$ cat src/rtl/register_file_wb.sv
`default_nettype none
// ============================================================================
//  Module      : register_file_wb
//  Description : 2**ADDR_W x DATA_W register file with two combinational read
//                ports, one write-back port with same-cycle write bypass, and
//                a sequential debug dump engine that streams every register.
//  Revision    : 1.0 - initial release
// ============================================================================
module register_file_wb #(
  parameter int DATA_W = 32,
  parameter int ADDR_W = 5
) (
  input  logic              clk,
  input  logic              rst,
  input  logic [ADDR_W-1:0] rs_addr,
  input  logic [ADDR_W-1:0] rt_addr,
  output logic [DATA_W-1:0] rs_data,
  output logic [DATA_W-1:0] rt_data,
  input  logic              wr_en,
  input  logic [ADDR_W-1:0] wr_addr,
  input  logic [DATA_W-1:0] wr_data,
  input  logic              dump_start,
  output logic              dump_busy,
  output logic              dump_valid,
  output logic [ADDR_W-1:0] dump_idx,
  output logic [DATA_W-1:0] dump_data
);

  localparam int c_NUM_REGS = 2 ** ADDR_W;

  typedef enum logic [0:0] {
    ST_IDLE = 1'b0,
    ST_DUMP = 1'b1
  } state_t;

  logic [DATA_W-1:0] regs_q [c_NUM_REGS];
  logic [DATA_W-1:0] regs_d [c_NUM_REGS];
  state_t            state_q;
  state_t            state_d;
  logic [ADDR_W-1:0] idx_q;
  logic [ADDR_W-1:0] idx_d;
  logic              wr_hit;

  // A write is live only outside reset and never to the hard-wired zero register.
  assign wr_hit = wr_en && (wr_addr != '0) && !rst;

  // Reads see the stored value, with the in-flight write forwarded on address match.
  function automatic logic [DATA_W-1:0] read_reg(
    input logic [ADDR_W-1:0] addr,
    input logic              hit,
    input logic [ADDR_W-1:0] waddr,
    input logic [DATA_W-1:0] wdata,
    input logic [DATA_W-1:0] stored
  );
    logic [DATA_W-1:0] val;
    val = stored;
    if (addr == '0) begin
      val = '0;
    end else if (hit && (waddr == addr)) begin
      val = wdata;
    end
    return val;
  endfunction

  // Next register-array contents: only the addressed entry changes on a write.
  always_comb begin
    for (int i = 0; i < c_NUM_REGS; i++) begin
      regs_d[i] = regs_q[i];
    end
    if (wr_hit) begin
      regs_d[wr_addr] = wr_data;
    end
  end

  // Register array storage with asynchronous clear.
  always_ff @(posedge clk or posedge rst) begin
    if (rst) begin
      for (int i = 0; i < c_NUM_REGS; i++) begin
        regs_q[i] <= '0;
      end
    end else begin
      for (int i = 0; i < c_NUM_REGS; i++) begin
        regs_q[i] <= regs_d[i];
      end
    end
  end

  // Both read ports, combinational with write bypass.
  always_comb begin
    rs_data = read_reg(rs_addr, wr_hit, wr_addr, wr_data, regs_q[rs_addr]);
    rt_data = read_reg(rt_addr, wr_hit, wr_addr, wr_data, regs_q[rt_addr]);
  end

  // Dump FSM next state: a start request only matters when idle, and a dump
  // always runs the full index range exactly once.
  always_comb begin
    state_d    = state_q;
    idx_d      = idx_q;
    dump_busy  = 1'b0;
    dump_valid = 1'b0;
    dump_idx   = '0;
    dump_data  = '0;
    case (state_q)
      ST_IDLE: begin
        if (dump_start) begin
          state_d = ST_DUMP;
          idx_d   = '0;
        end
      end
      ST_DUMP: begin
        dump_busy  = 1'b1;
        dump_valid = 1'b1;
        dump_idx   = idx_q;
        dump_data  = read_reg(idx_q, wr_hit, wr_addr, wr_data, regs_q[idx_q]);
        if (idx_q == {ADDR_W{1'b1}}) begin
          state_d = ST_IDLE;
          idx_d   = '0;
        end else begin
          idx_d = idx_q + 1'b1;
        end
      end
      default: begin
        state_d = ST_IDLE;
        idx_d   = '0;
      end
    endcase
  end

  // Dump FSM state and index registers with asynchronous return to idle.
  always_ff @(posedge clk or posedge rst) begin
    if (rst) begin
      state_q <= ST_IDLE;
      idx_q   <= '0;
    end else begin
      state_q <= state_d;
      idx_q   <= idx_d;
    end
  end

endmodule
`default_nettype wire

$ cat config.mk
export PLATFORM = sky130hd
export DESIGN_NAME = register_file_wb
export DESIGN_NICKNAME = d
export VERILOG_FILES = /design/src/rtl/register_file_wb.sv
export SDC_FILE = /design/constraint.sdc
export NUM_CORES = 2
export LEC_CHECK = 0
export CAP_MARGIN = 30
export CORE_MARGIN = 4
export CORE_UTILIZATION = 64
export CTS_CLUSTER_SIZE = 30
export DETAILED_ROUTE_END_ITERATION = 16
export PLACE_DENSITY_LB_ADDON = 0.08
export SYNTH_ARGS = -nofsm -noshare
export SYNTH_HDL_FRONTEND = slang
export SYNTH_SLANG_ARGS = --single-unit
$ cat constraint.sdc
create_clock -name clk -period 43.5 [get_ports clk]
set_input_delay 6.525 -clock clk [delete_from_list [all_inputs] [get_ports clk]]
set_output_delay 6.525 -clock clk [all_outputs]
set_load 0.005 [all_outputs]
==> summary.md <==
| Metric | Value |
|---|---|
| Status | `finished clean` |
| Detailed Route WL | `236 mm` |
| Max IR drop VDD | `0.0000489 V` |
| Top cell type's share of synthesized area | `0.398` |
| Die W | `326 µm` |
| CTS tree | `built` |
| Slew HR | `0.314` |
| Placed cell areas | `66900 µm²` |
| Hold Crit Depth | `0` |
| Starting density of the core | `0.646` |
| Vias in the first global route | `49.0k` |
| Root buf cell | `clkbuf_16` |
| Tot GR Track Use | `0.438` |
| Max Fclk | `0.0570 GHz` |
| Reg2reg end | `idx_q[3]` |
| TNS Setup | `0 ns` |
| Final Critical Period | `17.56 ns` |
| Cell count after synthesis | `4960` |
| Initial DRC Count | `7306` |
| Yosys warns | `0` |
| Maximum fanout along the worst path | `82` |
| Antenna Nets Post-Route | `0` |
| Worst hold start | `regs_q[1022]` |
| Initial antenna violation count | `10` |
| #FFs+latches synth | `1030` |
| Hold buffers post-CTS | `0` |
| RSZ-0062 raised after global routing | `false` |
| Setup Skew | `0.00323 ns` |
| Reg clk slew, reported paths | `0.06 ns` |
| Core ar. | `100000 µm²` |
| CTS Buf Count | `112` |
| Hold Vio Cnt, Final | `0` |
| Final worst slack | `25.94 ns` |
| Reg2reg setup slack | `40.75 ns` |
| Post-Place Setup Slack | `26.07 ns` |
| Via density | `7.92` |
| CP Capture Type | `output port` |
| Post-synthesis sequential area ratio | `0.398` |
| Maxcap violations | `0` |
| Hold Crit Class | `reg2reg` |
| Number of remaining DRC errors | `0` |
| Layout area overhead | `9.45%` |
| Fill count | `7054` |
| Worst slew pin tran | `1.03 ns` |
| Netlist cell types | `60` |
| Die ar. | `106000 µm²` |
| Final Setup Violations | `0` |
| Critical path class | `in2out` |
| Die height | `326 µm` |
| Clk sink count | `1030` |
| Grt ovf | `0` |
| PostCTS Resize Cnt | `0` |
| Pwr/cell area | `48.9 nW/µm²` |
| Largest net degree at the start of global routing | `166` |
| Number of flops mapped to enable cells by yosys | `0` |
| Final instance area | `70900 µm²` |
| Routability cong. | `0.907` |
| Depth of the most critical reg-to-reg path | `8` |
| Clock network latency to the later pin of the worst-skew pair | `0.72 ns` |
| CTS H-tree lvls | `3` |
| Final slew viol count | `0` |
| Global-route wire length before repair | `343 mm` |
| Worst setup SP type | `primary input` |
| Share of layout cells above drive strength 1 | `0.370` |
| Leakage power | `31.5 nW` |
| Crit share post-route | `0.404` |
| Fin nets | `4839` |
| Syn nets | `5014` |
| Most used DFF post-synth | `dfrtp_1` |
| Post-Syn Area | `64800 µm²` |
| Drt pass-1 iters | `7` |
| Synthesized area per cell | `13.1 µm²` |
| Final HPWL DP | `133 mm` |
| CTS max path bufs | `3` |
| Port Buffers | `153` |
| Hold path endpoint | `regs_q[1022]` |
| I/O pins | `154` |
| Cell Rows | `116` |
| Synth top cells by count | `dfrtp_1 (1030), mux2_2 (983), mux2i_1 (831)` |
| Worst EP arrival | `11.03 ns` |
| Via count | `49.4k` |
| Worst EP required | `36.97 ns` |
| Synth area leader | `dfrtp_1` |
| Area contributors post-synth | `dfrtp_1 (40%), mux2_2 (17%), mux4_2 (13%), mux2i_1 (13%), a221oi_1 (2.1%)` |
| WL/cell | `37.8 µm` |
| Worst r2r src | `idx_q[0]` |
| Most common cell in the synthesized netlist | `dfrtp_1` |
| Async set-reset flop share out of synthesis | `1.00` |
| Setup Fix Bufs, Post-CTS | `0` |
through the flow:
step                      hold WS [ns]  std cells   util  power [mW]
after floorplan                  0.459       4960      -        2.00
after global placement           0.403       6017  0.666        2.40
after detailed placement         0.404       6024  0.667        2.42
after CTS                        0.417       6233  0.706        3.44
after global routing             0.430       6238  0.707        3.57
final                            0.417       6240  0.707        3.47
state kept, by name, summed over array words and instances, names as in the netlist:
signal / flops
state_q: 1
idx_q: 5
regs_q: 1024
where the power goes:
part / leakage [nW] / internal [mW] / switching [mW]
Clock: 1.93 / 0.605 / 0.417
Sequential: 13.7 / 1.08 / 0.160
Combinational: 15.8 / 0.569 / 0.634
Total: 31.5 / 2.26 / 1.21
critical path, cell delays in order:
cell and delay, ns:
buf_8 0.61, buf_4 0.63, buf_4 0.85, mux2i_1 0.17, a22o_1 0.27, a221oi_1 0.21, o211ai_1 0.16, a31oi_1 0.80
clkdlybuf4s50_1 0.66
layout make-up:
| cell class | instances | area, µm² | area share |
|---|---|---|---|
| Sequential cell | 1030 | 25800 | 0.364 |
| Timing Repair Buffer | 314 | 2960 | 0.0417 |
| Tap cell | 1357 | 1700 | 0.0239 |
| Clock inverter | 55 | 681 | 0.00960 |
| Antenna cell | 3 | 7.51 | 0.000106 |
| Inverter | 7 | 33.8 | 0.000476 |
| Clock buffer | 154 | 3220 | 0.0455 |
| Multi-Input combinational cell | 3320 | 36500 | 0.515 |
cell families (layout without fill, tap and decap cells):
logic type | count (synthesis) | after routing | share of synthesized area
compound gates | 933 | 933 | 0.109
xor+xnor | 15 | 15 | 0.00203
fa+ha+maj | 3 | 3 | 0.000579
buf+inv | 610 | 530 | 0.0435
flops | 1030 | 1030 | 0.398
mux | 2209 | 2209 | 0.435
other cells | 0 | 3 | 0
simple gates | 160 | 160 | 0.0120
layout by cell type, fill, tap and decap left out, types with 6 or more instances in the layout:
master,synthesis,layout
dfrtp_1,1030,1026
mux2_2,983,983
mux2i_1,831,831
mux4_2,385,385
a221oi_1,156,156
a22oi_1,156,156
buf_4,36,151
clkdlybuf4s50_1,0,143
clkbuf_16,0,115
o31ai_1,96,96
a21oi_1,91,91
a31oi_1,65,65
o211ai_1,63,63
a22o_1,62,62
o22a_1,62,62
nand2_1,65,43
o21ai_0,37,37
o2111ai_1,32,32
a211o_1,31,31
o21a_1,31,31
o221ai_1,31,31
clkinv_2,0,30
nor2_4,0,22
nand2_2,0,20
clkbuf_8,0,20
clkbuf_1,322,19
bufinv_16,0,15
xor2_1,13,13
mux2_1,10,10
nor2_1,27,9
nor3_1,8,8
nor2b_4,0,8
nor2b_1,15,7
nand3b_1,7,7
buf_8,1,7
and2_1,9,6
clkinvlp_4,0,6
buf_16,0,6
buf_12,1,6
routing by layer:
| metal | share of wire | routed length, µm | track usage |
|---|---|---|---|
| met4 | 0.072 | 17100 | 0.259 |
| met5 | 0.00091 | 215 | 0.00996 |
| met1 | 0.37 | 87600 | 0.584 |
| met3 | 0.13 | 30200 | 0.141 |
| met2 | 0.43 | 101000 | 0.629 |
how the worst max path moves through the flow:
stage,from,endpoint,cells after the start
after floorplan,rst,idx_q[0],1
after global placement,rt_addr[0],rt_data[21],10
after detailed placement,rt_addr[0],rt_data[21],10
after CTS,rt_addr[0],rt_data[21],10
after global routing,rt_addr[1],rt_data[20],9
final,rt_addr[1],rt_data[20],9
Note: power is estimated with default switching activity, not from simulation.
